## src/rtl/fifo_umbral.sv

```systemverilog
// Single-lane transaction FIFO with programmable almost-full/almost-empty thresholds.
// Define FIFO_ERR_STICKY_EN to hold fifo_error until reset or init; otherwise it is a one-cycle pulse.
module fifo_umbral #(
    parameter int unsigned DATA_WIDTH = 6,
    parameter int unsigned ADDR_WIDTH = 2,
    parameter int unsigned LENGTH     = 3
) (
    input  logic                  clk,
    input  logic                  reset,
    input  logic                  init,
    input  logic [LENGTH-1:0]     umbral_af,
    input  logic [LENGTH-1:0]     umbral_ae,
    input  logic                  push,
    input  logic [DATA_WIDTH-1:0] data_in,
    input  logic                  pop,
    output logic [DATA_WIDTH-1:0] data_out,
    output logic                  valid_out,
    output logic [LENGTH-1:0]     count,
    output logic                  fifo_empty,
    output logic                  fifo_full,
    output logic                  almost_full,
    output logic                  almost_empty,
    output logic                  fifo_error
);

    localparam int unsigned      DEPTH   = 1 << ADDR_WIDTH;
    localparam logic [LENGTH-1:0] DEPTH_L = LENGTH'(DEPTH);

    logic [DATA_WIDTH-1:0] mem [DEPTH];
    logic [ADDR_WIDTH-1:0] wr_ptr;
    logic [ADDR_WIDTH-1:0] rd_ptr;
    logic [LENGTH-1:0]     af_q;
    logic [LENGTH-1:0]     ae_q;
    logic                  pop_ok;
    logic                  push_ok;
    logic                  err_evt;

    // Status flags are decoded straight from occupancy and the latched thresholds.
    assign fifo_empty   = (count == '0);
    assign fifo_full    = (count == DEPTH_L);
    assign almost_full  = (count >= af_q);
    assign almost_empty = (count <= ae_q);

    // A full FIFO still accepts a push when the same-cycle pop frees a slot.
    assign pop_ok  = pop && !fifo_empty && !init;
    assign push_ok = push && !init && (!fifo_full || pop_ok);
    assign err_evt = !init && ((push && fifo_full && !pop) || (pop && fifo_empty));

    always_ff @(posedge clk) begin
        if (!reset) begin
            wr_ptr     <= '0;
            rd_ptr     <= '0;
            count      <= '0;
            data_out   <= '0;
            valid_out  <= 1'b0;
            fifo_error <= 1'b0;
            af_q       <= DEPTH_L;
            ae_q       <= '0;
        end else if (init) begin
            af_q       <= umbral_af;
            ae_q       <= umbral_ae;
            wr_ptr     <= '0;
            rd_ptr     <= '0;
            count      <= '0;
            valid_out  <= 1'b0;
            fifo_error <= 1'b0;
        end else begin
            valid_out <= pop_ok;
            if (pop_ok) begin
                data_out <= mem[rd_ptr];
                rd_ptr   <= rd_ptr + ADDR_WIDTH'(1);
            end
            if (push_ok) begin
                wr_ptr <= wr_ptr + ADDR_WIDTH'(1);
            end
            case ({push_ok, pop_ok})
                2'b10:   count <= count + LENGTH'(1);
                2'b01:   count <= count - LENGTH'(1);
                default: count <= count;
            endcase
`ifdef FIFO_ERR_STICKY_EN
            fifo_error <= fifo_error || err_evt;
`else
            fifo_error <= err_evt;
`endif
        end
    end

    // Storage is never cleared; only the pointers define what is live.
    always_ff @(posedge clk) begin
        if (reset && push_ok) begin
            mem[wr_ptr] <= data_in;
        end
    end

endmodule
```

## config.mk

```make
export PLATFORM = sky130hd
export DESIGN_NAME = fifo_umbral
export DESIGN_NICKNAME = d
export VERILOG_FILES = /design/src/rtl/fifo_umbral.sv
export SDC_FILE = /design/constraint.sdc
export NUM_CORES = 1
export LEC_CHECK = 0
export ABC_AREA = 1
export BUFFER_PORTS_ARGS = -buffer_cell sky130_fd_sc_hd__buf_2
export CORE_ASPECT_RATIO = 0.9
export CORE_MARGIN = 2
export CORE_UTILIZATION = 62
export CTS_BUF_LIST = sky130_fd_sc_hd__clkbuf_8
export DETAILED_ROUTE_END_ITERATION = 16
export PLACE_DENSITY = 0.88
export SETUP_SLACK_MARGIN = 0.15
export SKIP_LAST_GASP = 1
export SYNTH_ARGS = -nofsm -noshare
export SYNTH_HDL_FRONTEND = slang
export SYNTH_SLANG_ARGS = --single-unit
```

## constraint.sdc

```tcl
create_clock -name clk -period 4.15 [get_ports clk]
set_clock_uncertainty 0.05 [all_clocks]
set_input_delay 0.2075 -clock clk [delete_from_list [all_inputs] [get_ports clk]]
set_output_delay 0.2075 -clock clk [all_outputs]
set_load 0.02 [all_outputs]
```

==> metrics list, run 1 <==
- The run finished with clean final reports.
* Type of the most critical hold path: input pin to flip-flop
* Number of unique standard cell types used by synthesis: 24
* Number of cell rows: 19
- Count of fill cells added during filler insertion: 212
* Routability congestion estimate: 0.923
- The placed instances occupy a cell area of approximately 2200 um2.
- In this run, placement finished with an instance count of 268.
- Cell at the root of the clock tree: clkbuf_8
* Post-Place Setup Slack: 2.41 ns
- The number of nets handed over by synthesis was around 230.
- Setup slack closes at 2.36 ns.
- Share of synthesized area occupied by flip-flops and latches: between 50% and 60%
- The initial antenna violation count came to 0.
- Compared with the post-synthesis result, the final layout area differs by 14.7%.
- After the last flow step, the layout net total stands at 261.
- Maximum level of the CTS H-tree: 2
- Clock insertion delay at the later pin of the skew report: 0.30 ns
- CTS buffer count: 5
* Resized Gates After CTS: 0
* Total Die Area: 3690 um2
- Once detailed placement completed, the half-perimeter wirelength came to around 2800 um.
- Classification of the worst setup path: flip-flop to output port
- The analysis attributes to cell leakage a power of 0.968 nW.
* Predominant post-synthesis flop cell: edfxtp_1
* Die boundary height: 57.8 um
* Area of the core region: 3070 um2
* Via density per instance: 5.28
* Fraction of synthesis flops using an asynchronous set or reset pin: 0%
* Final number of setup-violating endpoints: 0
- At the pin with the least slew margin, the transition time is 0.496 ns.
* Layout cells sized above 1: 22.2%
* Antenna Violating Nets Remaining: 0
* Max Cap Violations: 0
- For this run, the number of Yosys warnings is 0.
- Number of synthesized register bits: 45
- Final Instance Area: 2290 um2
- Critical Path Start Type: flip-flop
* Clock period minus final worst setup slack: ~1.8 ns
* Critical Path AT: between 1.5 and 2 ns
* Via count of the first global-routing pass: 1386
* Max FO, Critical Path: 4
* Buffer depth of the longest clock path: 2
- Final count of hold timing violations: 0
* Endpoint kind of the worst setup timing path: output port
- Initial Utilization: 65.1%
- Die span in x: 63.8 um
* Number of diodes added for antenna fixing: 0
- Router iterations before antenna repair: 4
- Post-CTS timing repair inserted 0 buffers for setup.
* Final cycle utilization of the critical path: between 40% and 50%
* Worst-case vdd ir drop: 293 uV
- The tightest hold path in the finished design has a slack of 0.0938 ns.
- Fmax: 560 MHz
* Power density normalized to cell area: ~380 nW/um2
* Post-detailed-routing wire length: 3770 um
* Number of cells produced by synthesis: 199
- Power consumption: a little under 0.9 mW
* Number of buffers inserted by port buffering: 31
- Unrepaired setup endpoints after global routing: false
- Final slew viol count: 0
* # clock sinks: 45
- The synthesized design contains 24 enable-type register cells.
- The detailed router placed 1456 vias in this run.
* Syn_area_per_cell: 10.0 um2
- For the worst setup path, the data required time is between 3 and 4 ns.
- Slowest cell delay on critical path: 0.42 ns
* Average wire per cell in the routed design: 13.7 um
- Count of boundary I/O pins: 32
- Remaining Overflow, GRT: 0
- Headroom to the max-slew limit came out at 66.8%.
- TritonCTS built the clock tree.
- Hold bufs inserted after CTS: 0
- Summing every instance area after synthesis gives 2000 um2.
* Total track usage: a little under a quarter
- Clock-pin slew was measured on the worst setup and hold paths at 0.09 ns.
- Entering global routing, the biggest net connects 15 pins.
- The signal on the critical path passes through inv_1 > ha_1 > nand3_1 > o211ai_1 > buf_2.
- DRC violation total after the first TritonRoute iteration: 80
* Total negative setup slack: 0 ns
- Remaining routing DRC violations: 0
- Final non-filler cell total: 276
- Crit-path slowest cell: dfxtp_1
- Share of the core filled with cells in the final layout: 74.7%
- Global-route wire length before repair: 6260 um
## cell usage in the layout, fill, tap and decap left out, drive strengths merged
| master | count |
|---|---|
| ha | 10 |
| nand4 | 1 |
| o21ai | 27 |
| nand3 | 8 |
| fa | 1 |
| clkbuf | 5 |
| nor3b | 1 |
| nor2 | 39 |
| buf | 31 |
| bufinv | 1 |
| edfxtp | 24 |
| clkinv | 1 |
| o22ai | 6 |
| clkinvlp | 1 |
| nand2 | 19 |
| inv | 24 |
| dfxtp | 21 |
| a21oi | 13 |
| o211ai | 1 |
## routing by layer
metal / vias to the layer above / global-route usage, % / share of wire (%)
met5: - / 0 / 0
met4: 0 / 11.8 / 2.2
met3: 8 / 5.63 / 4.1
met2: 38 / 39.0 / 49
met1: 664 / 27.2 / 44
li1: 746 / - / -
## report_power, final
part	leakage (nW)	total, mW	switching [mW]	internal, mW
sequential	0.388	0.483	0.00523	0.478
clock	0.0518	0.321	0.144	0.177
combinational	0.528	0.0766	0.0497	0.0269
total	0.968	0.881	0.199	0.682
## critical path, delay by kind of cell, from the launching register on
family          cells  cell delay [ns]
flops               1             0.42
buf+inv             2             0.33
fa+ha+maj           1             0.30
compound gates      1             0.10
simple gates        1             0.07
## final cells by class
cell class,instances,area [um2],area share [%]
timing repair buffer,31,155,6.78
multi-input combinational,126,741,32.3
clock buffer,5,68.8,3.01
tap,42,52.6,2.30
inverter,24,90.1,3.93
clock inverter,3,41.3,1.80
sequential,45,1140,49.8
## kinds of logic (layout without fill, tap and decap cells)
| family | Yosys count | after routing | synth area share [%] |
|---|---|---|---|
| AO/OA/AOI/OAI | 47 | 47 | 12.3 |
| adder cells (fa/ha/maj) | 11 | 11 | 7.27 |
| buffers and inverters | 28 | 63 | 5.76 |
| flip-flops | 45 | 45 | 57.1 |
| AND/OR/NAND/NOR | 68 | 68 | 17.5 |
## cells in the mapped netlist (2+ instances only)
master	number	share of area [%]
a21oi_1	13	3.3
o22ai_1	6	1.9
nand2_2	3	0.94
inv_1	21	3.9
inv_2	3	0.56
nand2_4	2	1.1
buf_2	2	0.50
ha_1	10	6.3
edfxtp_1	24	36
nand2_1	14	2.6
nand3_1	7	1.8
nor2_1	36	6.8
o21ai_0	26	6.5
dfxtp_1	21	21
nor2_4	2	1.1
## sequential cells by signal, indices dropped and copies added (netlist names), 2 cells and up
register  cells
mem          24
data_out      6
ae_q          3
af_q          3
count         3
rd_ptr        2
wr_ptr        2
## worst paths after layout
path	from	to	slack [ns]	cells after the start
hold reg to reg	af_q[2]$_SDFFE_PN1P_	af_q[2]$_SDFFE_PN1P_	0.42	2
setup reg to reg	count[1]$_SDFFE_PP0P_	mem[3][0]$_DFFE_PP_	2.41	6
setup / recovery	count[0]$_SDFFE_PP0P_	almost_full	2.36	5
hold / removal	data_in[0]	mem[0][0]$_DFFE_PP_	0.09	1
No activity file was read; power rests on OpenSTA's default activity.
==> run 2: changes to the inputs <==
--- a/config.mk
+++ b/config.mk
@@ -5,14 +5,14 @@
 export SDC_FILE = /design/constraint.sdc
 export NUM_CORES = 1
 export LEC_CHECK = 0
-export ABC_AREA = 1
+export ABC_AREA = 0
 export BUFFER_PORTS_ARGS = -buffer_cell sky130_fd_sc_hd__buf_2
 export CORE_ASPECT_RATIO = 0.9
 export CORE_MARGIN = 2
-export CORE_UTILIZATION = 62
+export CORE_UTILIZATION = 58
 export CTS_BUF_LIST = sky130_fd_sc_hd__clkbuf_8
 export DETAILED_ROUTE_END_ITERATION = 16
-export PLACE_DENSITY = 0.88
+export PLACE_DENSITY = 0.84
 export SETUP_SLACK_MARGIN = 0.15
 export SKIP_LAST_GASP = 1
 export SYNTH_ARGS = -nofsm -noshare
==> constraint.sdc (replaced) <==
create_clock -name clk -period 1.7 [get_ports clk]
set_clock_uncertainty 0.05 [all_clocks]
set_input_delay 0.085 -clock clk [delete_from_list [all_inputs] [get_ports clk]]
set_output_delay 0.085 -clock clk [all_outputs]
set_load 0.02 [all_outputs]
==> metrics list, run 2 <==
* Endpoint kind of the worst setup timing path: flip-flop (was output port)
* Leak Pwr: 1.09 nW (was 0.968 nW)
- The detailed placement HPWL was 2730 um (was 2840 um).
* Syn nets: 185 (was 227)
- The hold violation count in the final report came to 0 (unchanged).
- Die boundary height: 59.5 um (was 57.8 um)
* Buffer depth of the longest clock path: 2 (unchanged)
* Final slew viol count: 0 (unchanged)
- Final Instance Area: 2710 um2 (was 2290 um2)
* Fraction of synthesis flops using an asynchronous set or reset pin: 0% (unchanged)
- The most common cell in the synthesized netlist was edfxtp_1 (was nor2_1).
- The area of placed instances came to 2290 um2 (was 2180 um2).
* Multi-input logic area: 895 um2 (was 741 um2)
- Unrepaired setup endpoints after global routing: true (was false).
- In this design, the critical path's most frequently occurring cell is nor3b_2.
- Type of the most critical hold path: input pin to flip-flop (unchanged)
- Endpoint with the worst hold slack: af_q[0]$_SDFFE_PN0P_ (was mem[0][0]$_DFFE_PP_)
- The number of buffers added by the clock tree synthesis step was 5 (unchanged).
- The worst hold path depth is 3 (was 1).
- Max FO, Critical Path: 4 (unchanged)
- For the finished layout, the period the worst path requires is 1.75 ns.
- Leading area contributor after synthesis: edfxtp_1 (unchanged)
- The fraction of final layout cells with drive strength greater than 1 is 41.8% (was 22.2%).
- Remaining routing DRC violations: 0 (unchanged)
- Via count of the first global-routing pass: 1386 (unchanged)
* Maximum level of the CTS H-tree: 2 (unchanged)
- The number of buffer and inverter stages on the critical path came to 0 (was 2).
- The post-synthesis area per instance was 12.6 um2 (was 10.0 um2).
- Number of synthesized register bits: 45 (unchanged)
- The type of origin of the critical path was a flip-flop (unchanged).
* Final number of setup-violating endpoints: 4 (was 0)
* Clk slew on worst S/H paths: 0.09 ns (about the same)
- The overall fraction of global-route tracks in use was 24.1% (was 22.9%).
* Share of the core filled with cells in the final layout: 81.5% (was 74.7%)
- Number of flops mapped to enable cells by yosys: 24 (unchanged)
* Run status: finished, violations left (was finished, final reports clean)
- The clock tree from TritonCTS is built (unchanged).
- List of most frequent post-synthesis cells: edfxtp_1, dfxtp_1, nand2_1 (was nor2_1, o21ai_0, edfxtp_1)
* Worst Setup Slack, final: -0.0485 ns (was 2.36 ns)
- Post-detailed-routing wire length: 4420 um (was 3770 um)
- Number of antenna violations at the first check in global routing: 0 (unchanged)
- Post-synth design cell area: 1980 um2 (was 2000 um2)
- DRC violation total after the first TritonRoute iteration: 93 (was 80)
- Total Die Area: 3900 um2 (was 3690 um2)
- Initial Utilization: 59.6% (was 65.1%)
- Worst hold path startpoint: umbral_af[0] (was data_in[0])
- The global placer's final weighted congestion was 0.779 (was 0.923).
- Largest registers: mem: 24 flops, data_out: 6 flops (unchanged).
- The synthesis-to-layout area growth was 36.8% (was 14.7%).
- Required @ worst endpoint: 1.88 ns (was 3.89 ns)
* CP top delay family: simple AND/OR/NAND/NOR gates (was flip-flops)
- Cell at the root of the clock tree: clkbuf_8 (unchanged)
- Slowest cell delay on critical path: 0.38 ns (was 0.42 ns)
- Largest cells by area after synthesis: edfxtp_1, dfxtp_1, mux4_2 (was edfxtp_1, dfxtp_1, nor2_1).
- The global-route wire length before repair is 6590 um (was 6260 um).
- The data arrival time at the worst-slack endpoint came to 1.93 ns (was 1.53 ns).
* Count of boundary I/O pins: 32 (unchanged)
- Final cycle utilization of the critical path: 103%
- The sequential standard cell area came to 1150 um2 (was 1140 um2).
- The clock sink total is 45 (unchanged).
* Reg2Reg Depth: 8 (was 6)
- The detailed-route via count is 1403 (was 1456).
* Commonest cells after routing, fill and taps aside: buf_2, edfxtp_1, dfxtp_1 (was nor2_1, buf_2, o21ai_0)
- Max Cap Violations: 0 (unchanged)
- The site row count is 20 (was 19).
- Worst-path cell chain: or3_4 > and2_4 > nand2b_4 > fa_2 > nor3b_2 > nand3_2 > nand3_1 > nor3b_2 (was inv_1 > ha_1 > nand3_1 > o211ai_1 > buf_2).
- Fraction of post-synthesis cell area in the top cell type by area: 36.3% (was 36.1%)
- Number of diodes added for antenna fixing: 0 (unchanged)
- The worst setup slack before clock tree synthesis is -0.0434 ns (was 2.41 ns).
- Antenna Violating Nets Remaining: 0 (unchanged)
* Predominant post-synthesis flop cell: edfxtp_1 (unchanged)
- The reg2reg setup slack came to -0.05 ns (was 2.41 ns).
- Transition time at the pin with the least slew margin: 0.348 ns (was 0.496 ns)
* Total Nets Final: 247 (was 261)
- Via density per instance: 5.31 (was 5.28)
- The most common library cell in the layout ignoring fill and taps is buf_2 (was nor2_1).
- Source of the worst register-to-register timing path: count[1]$_SDFFE_PP0P_ (unchanged)
- Average wire per cell in the routed design: 16.8 um (was 13.7 um)
* Number of cells produced by synthesis: 157 (was 199)
- Static timing analysis puts the maximum clock frequency at approximately 570 MHz.
- The number of iterations in the first detailed-routing pass was 4 (unchanged).
- The number of flip-flops in the largest register was 24 (unchanged).
* Crit-path slowest cell: dfxtp_4 (was dfxtp_1)
- The die span in x was 65.6 um (was 63.8 um).
* Register with the highest flop count: mem (unchanged)
* Clock insertion delay at the later pin of the skew report: 0.30 ns (about the same)
- The distinct cell type count of the synthesized netlist was 32 (was 24).
- Number of buffers inserted by port buffering: 31 (unchanged)
- The power density normalized to cell area came to 865 nW/um2 (was 385 nW/um2).
- The maximum number of pins on one net before global-route repair was 16 (was 15).
- The proportion of synthesized chip area in sequential cells is 57.5% (was 57.1%).
- Number of warnings reported in the yosys synthesis log: 0 (unchanged)
- Reg2reg end: count[2]$_SDFFE_PP0P_ (was mem[3][0]$_DFFE_PP_)
- The critical path class is flip-flop to flip-flop (was flip-flop to output port).
* Remaining Overflow, GRT: 0 (unchanged)
* Failing checks: setup timing
- The headroom to the max-slew limit is 76.8% (was 66.8%).
- The fill cell instance count of the final layout came to 177 (was 212).
* Worst-case vdd ir drop: 948 uV (was 293 uV)
- Area of the core region: 3330 um2 (was 3070 um2)
-- run 2: cell types whose count changed in the layout (fill, tap and decap cells not counted), sizes merged, moves of 7 or more --
cell	previous run	this run
nor2b	0	7
o21ai	27	3
dlygate4sd3	0	10
a21oi	13	2
nor2	39	9
buf	31	51
inv	24	10
-- run 2: cells by family after synthesis --
logic type | count (synthesis) | share of synthesized area [%]
adder cells (fa/ha/maj) | 11 | 7.32
flip-flops | 45 | 57.5
AO/OA/AOI/OAI | 18 | 6.88
XOR/XNOR | 5 | 2.21
multiplexers | 12 | 9.84
buffers and inverters | 17 | 3.41
AND/OR/NAND/NOR | 49 | 12.8
-- run 2: worst max path at each step --
| stage | to | depth (start not counted) | from |
|---|---|---|---|
| after detailed placement | count[2]$_SDFFE_PP0P_ | 8 | count[0]$_SDFFE_PP0P_ |
| after global routing | count[2]$_SDFFE_PP0P_ | 8 | count[0]$_SDFFE_PP0P_ |
| after global placement | count[1]$_SDFFE_PP0P_ | 5 | count[2]$_SDFFE_PP0P_ |
| after CTS | almost_full | 6 | count[0]$_SDFFE_PP0P_ |
| after floorplan | count[1]$_SDFFE_PP0P_ | 6 | count[2]$_SDFFE_PP0P_ |
| final | count[2]$_SDFFE_PP0P_ | 8 | count[1]$_SDFFE_PP0P_ |
-- run 2: what timing repair did --
| action | in CTS | in global routing |
|---|---|---|
| hold buffers | 10 | 0 |
| buffers inserted | 7 | 2 |
| endpoints found under the hold margin | 28 | 0 |
| pin swaps | 13 | 6 |
| gates resized for setup | 29 | 10 |
| endpoints found under the setup margin | 30 | 39 |
-- run 2: worst register-to-register path, cell delays in order (launching register included) --
cell and delay (ns):
dfxtp_4 0.38, or3_4 0.13, and2_4 0.15, nand2b_4 0.06
fa_2 0.38, nor3b_2 0.19, nand3_2 0.10, nand3_1 0.09
nor3b_2 0.15
-- run 2: through the flow --
stage / hold WS [ns] / TNS, ns / power, mW / std cells
after floorplan: 0.134 / -0.242 / 1.36 / 157
after detailed placement: 0.254 / -0.0434 / 1.45 / 237
after global routing: 0.0364 / -0.435 / 2.42 / 264
final: 0.00355 / -0.149 / 2.35 / 264
after CTS: 0.00185 / -0.147 / 2.32 / 262
after global placement: 0.245 / 0 / 1.44 / 237
-- run 2: per-layer routing --
layer | routed length (um) | GRT usage, %
met5 | 0 | 0
met4 | 23 | 5.95
met3 | 237 | 8.17
met2 | 2340 | 41.6
met1 | 1820 | 29.5
-- run 2: power by group --
group	switching [mW]	total [mW]	internal, mW
clock network	0.376	0.816	0.440
registers	0.0166	1.18	1.17
logic	0.171	0.348	0.176
-- run 2: final cells by class --
| class | count | share of cell area [%] |
|---|---|---|
| multi-input combinational | 95 | 33.0 |
| clock inverter | 3 | 1.71 |
| sequential | 45 | 42.5 |
| inverter | 11 | 1.75 |
| tap | 44 | 2.03 |
| timing repair buffer | 61 | 16.6 |
| clock buffer | 5 | 2.54 |
==> run 3: changes to the inputs <==
--- a/config.mk
+++ b/config.mk
@@ -8,7 +8,6 @@
 export ABC_AREA = 0
 export BUFFER_PORTS_ARGS = -buffer_cell sky130_fd_sc_hd__buf_2
 export CORE_ASPECT_RATIO = 0.9
-export CORE_MARGIN = 2
 export CORE_UTILIZATION = 58
 export CTS_BUF_LIST = sky130_fd_sc_hd__clkbuf_8
 export DETAILED_ROUTE_END_ITERATION = 16
==> metrics list, run 3 (synthesis gave the netlist of run 2 again) <==
* Transition time at the pin with the least slew margin: 0.405 ns (was 0.348 ns)
- The worst hold slack came to 0.00554 ns (was 0.00355 ns).
- Total Die Area: 3660 um2 (was 3900 um2)
- Slowest cell delay on critical path: 0.37 ns (was 0.38 ns)
* Final Instance Area: 2660 um2 (was 2710 um2)
* GRT met1 Usage: 29.9% (was 29.5%)
* Sequential Area: 1150 um2 (unchanged)
- Run status: finished, violations left (unchanged).
- Buffer depth of the longest clock path: 2 (unchanged)
- The DRC violation count after routing came to 0 (unchanged).
- Register with the highest flop count: mem (unchanged)
- The global-route wire length before repair was 6760 um (was 6590 um).
- Largest registers: mem: 24 flops, data_out: 6 flops (unchanged)
- The via count of the first global-routing pass is 1461 (was 1386).
- The number of pins exceeding their max-slew limit in the final report came to 0 (unchanged).
- Worst-path cell chain: or3_4 > and2_4 > nand2b_4 > fa_2 > nand4b_1 > a21oi_2 > nor3b_2 (was or3_4 > and2_4 > nand2b_4 > fa_2 > nor3b_2 > nand3_2 > nand3_1 > nor3b_2).
* Power consumption: 2.15 mW (was 2.35 mW)
- The share of total power in the clock network was 29.2% (was 34.8%).
- The clock sink total came to 45 (unchanged).
* Flip-flop count of the largest register, all copies and words added: 24 (unchanged)
* Synth-to-layout area growth: 34.1% (was 36.8%)
* Cell at the root of the clock tree: clkbuf_8 (unchanged)
* Endpoint kind of the worst setup timing path: flip-flop (unchanged)
- The net count of the finished layout is 246 (was 247).
- The final period utilization is 106% (was 103%).
- The met2 track demand over resource is 45.4% (was 41.6%).
- Worst hold path startpoint: umbral_af[0] (unchanged)
- The iteration-0 DRC count of the detailed router was 103 (was 93).
* Count of boundary I/O pins: 32 (unchanged)
- The achievable clock frequency is 554 MHz (was 572 MHz).
- The number of buffers added by the clock tree synthesis step came to 5 (unchanged).
- The footprint of the multi-input gates is 891 um2 (was 895 um2).
- Post-detailed-routing wire length: 4470 um (was 4420 um)
- The average wire length per cell after detail routing was 17.1 um (was 16.8 um).
* Source of the worst register-to-register timing path: count[1]$_SDFFE_PP0P_ (unchanged)
- The most common library cell in the layout ignoring fill and taps was buf_2 (unchanged).
- The terminus of the critical flop-to-flop path is count[2]$_SDFFE_PP0P_ (unchanged).
* Detailed-route via count: 1436 (was 1403)
- The hold violation count in the final report is 0 (unchanged).
- The depth of the most critical reg-to-reg path was 7 (was 8).
- The detailed-route vias per instance is 5.50 (was 5.31).
- The total congestion overflow after global routing was 0 (unchanged).
- The fraction of final layout cells with drive strength greater than 1 is 42.5% (was 41.8%).
- The reg2reg setup slack is -0.11 ns (was -0.05 ns).
- The number of I/O port buffers is 31 (unchanged).
* Unrepaired setup endpoints after global routing: true (unchanged)
- The power density normalized to cell area came to 808 nW/um2 (was 865 nW/um2).
* Clk slew on worst S/H paths: 0.08 ns (was 0.09 ns)
* Worst-case vdd ir drop: 770 uV (was 948 uV)
- Area of the core region: 3160 um2 (was 3330 um2)
* Die boundary height: 57.5 um (was 59.5 um)
- Total track usage: 25.8% (was 24.1%)
* Number of diodes added for antenna fixing: 0 (unchanged)
- The site row count came to 19 (was 20).
- The maximum fanout along the worst path is 3 (was 4).
- Router iterations before antenna repair: 4 (unchanged)
* Leak Pwr: 1.09 nW (about the same)
- The global placer's final weighted congestion is 0.796 (was 0.779).
- Final number of setup-violating endpoints: 5 (was 4)
- The area of placed instances was 2290 um2 (about the same).
- The slowest stage cell on the critical path was dfxtp_4 (unchanged).
* Share of the core filled with cells in the final layout: 84.1% (was 81.5%)
- The CTS H-tree depth is 2 (unchanged).
* Part of the power in registers: 55.1% (was 50.4%)
- Commonest cells after routing, fill and taps aside: buf_2, edfxtp_1, dfxtp_1 (unchanged).
- Switching power: 0.530 mW (was 0.564 mW)
* Total negative setup slack: -0.308 ns (was -0.149 ns)
- Share of total power in combinational logic: 15.7% (was 14.8%)
- The count of maximum capacitance violations came to 0 (unchanged).
- Antenna Violating Nets Remaining: 0 (unchanged)
- The dominant delay contributor by cell family on the critical path is simple AND/OR/NAND/NOR gates (unchanged).
* Failing checks: setup timing (unchanged)
- The final period demand of the worst path was 1.81 ns (was 1.75 ns).
* Relative slew margins: 73.0% (was 76.8%)
* Endpoint with the worst hold slack: af_q[0]$_SDFFE_PN0P_ (unchanged)
* Fraction of power spent switching nets: 24.6% (was 24.0%)
- Number of antenna violations at the first check in global routing: 0 (unchanged)
- Clock insertion delay at the later pin of the skew report: 0.29 ns (was 0.30 ns)
- The worst hold path depth was 3 (unchanged).
- Required @ worst endpoint: 1.83 ns (was 1.88 ns)
- The fill cell instance count of the final layout came to 156 (was 177).
* Worst Setup Slack, final: -0.105 ns (was -0.0485 ns)
- The detailed placement HPWL is 2640 um (was 2730 um).
* Clock tree from TritonCTS: built (unchanged)
- The most used routing layer in global routing is met2 (unchanged).
* Initial Utilization: 62.7% (was 59.6%)
* Critical Path AT: 1.94 ns (was 1.93 ns)
* Type of the most critical hold path: input pin to flip-flop (unchanged)
- Critical path buffer and inverter count: 0 (unchanged)
- The routing usage on met3 came to 5.80% (was 8.17%).
- Critical Path Start Type: flip-flop (unchanged)
* Classification of the worst setup path: flip-flop to flip-flop (unchanged)
- The internal power consumption was 1.62 mW (was 1.78 mW).
- The die span in x is 63.6 um (was 65.6 um).
* Largest net degree at the start of global routing: 15 (was 16)
==> run 3: timing repair <==
action	CTS	global route
gates resized for setup	26	11
hold buffers	9	0
setup endpoints to repair	30	34
pin swaps	14	8
hold endpoints to repair	27	0
setup buffers	7	2
==> run 3: worst max-delay path by stage <==
stage | end | depth (start not counted) | from
global placement | count[1]$_SDFFE_PP0P_ | 5 | count[2]$_SDFFE_PP0P_
detailed placement | count[2]$_SDFFE_PP0P_ | 8 | count[0]$_SDFFE_PP0P_
global route | count[2]$_SDFFE_PP0P_ | 7 | count[1]$_SDFFE_PP0P_
finish | count[2]$_SDFFE_PP0P_ | 7 | count[1]$_SDFFE_PP0P_
CTS | almost_empty | 7 | count[0]$_SDFFE_PP0P_
floorplan | count[1]$_SDFFE_PP0P_ | 6 | count[2]$_SDFFE_PP0P_
==> run 3: stage by stage <==
step	std cells	setup slack (ns)
finish	261	-0.105
global route	261	-0.157
CTS	259	-0.0381
detailed placement	235	-0.0505
global placement	235	0.0426
floorplan	157	-0.128
==> run 3: routing by layer <==
layer,share of wire [%],up-vias,routed length (um)
li1,-,673,-
met1,40,695,1770
met2,53,54,2360
met3,4.8,14,216
met4,2.7,0,122
met5,0,-,0
==> run 3: layout make-up <==
| class | instances | share of cell area (%) |
|---|---|---|
| clock buffer | 5 | 2.59 |
| clock inverter | 3 | 0.611 |
| inverter | 11 | 1.79 |
| multi-input combinational | 95 | 33.5 |
| sequential | 45 | 43.3 |
| tap | 42 | 1.98 |
| timing repair buffer | 60 | 16.2 |
==> run 3: power groups by stage <==
stage | clock network, mW | registers [mW] | logic, mW
after floorplan | 0 | 1.22 | 0.144
after global placement | 0 | 1.20 | 0.236
after detailed placement | 0 | 1.21 | 0.246
after CTS | 0.631 | 1.18 | 0.306
after global routing | 0.676 | 1.19 | 0.361
final | 0.627 | 1.18 | 0.338
==> run 3: tightest hold or removal path: stages <==
cell and delay, ns:
buf_2 0.08, mux2i_1 0.06, nor2b_1 0.10
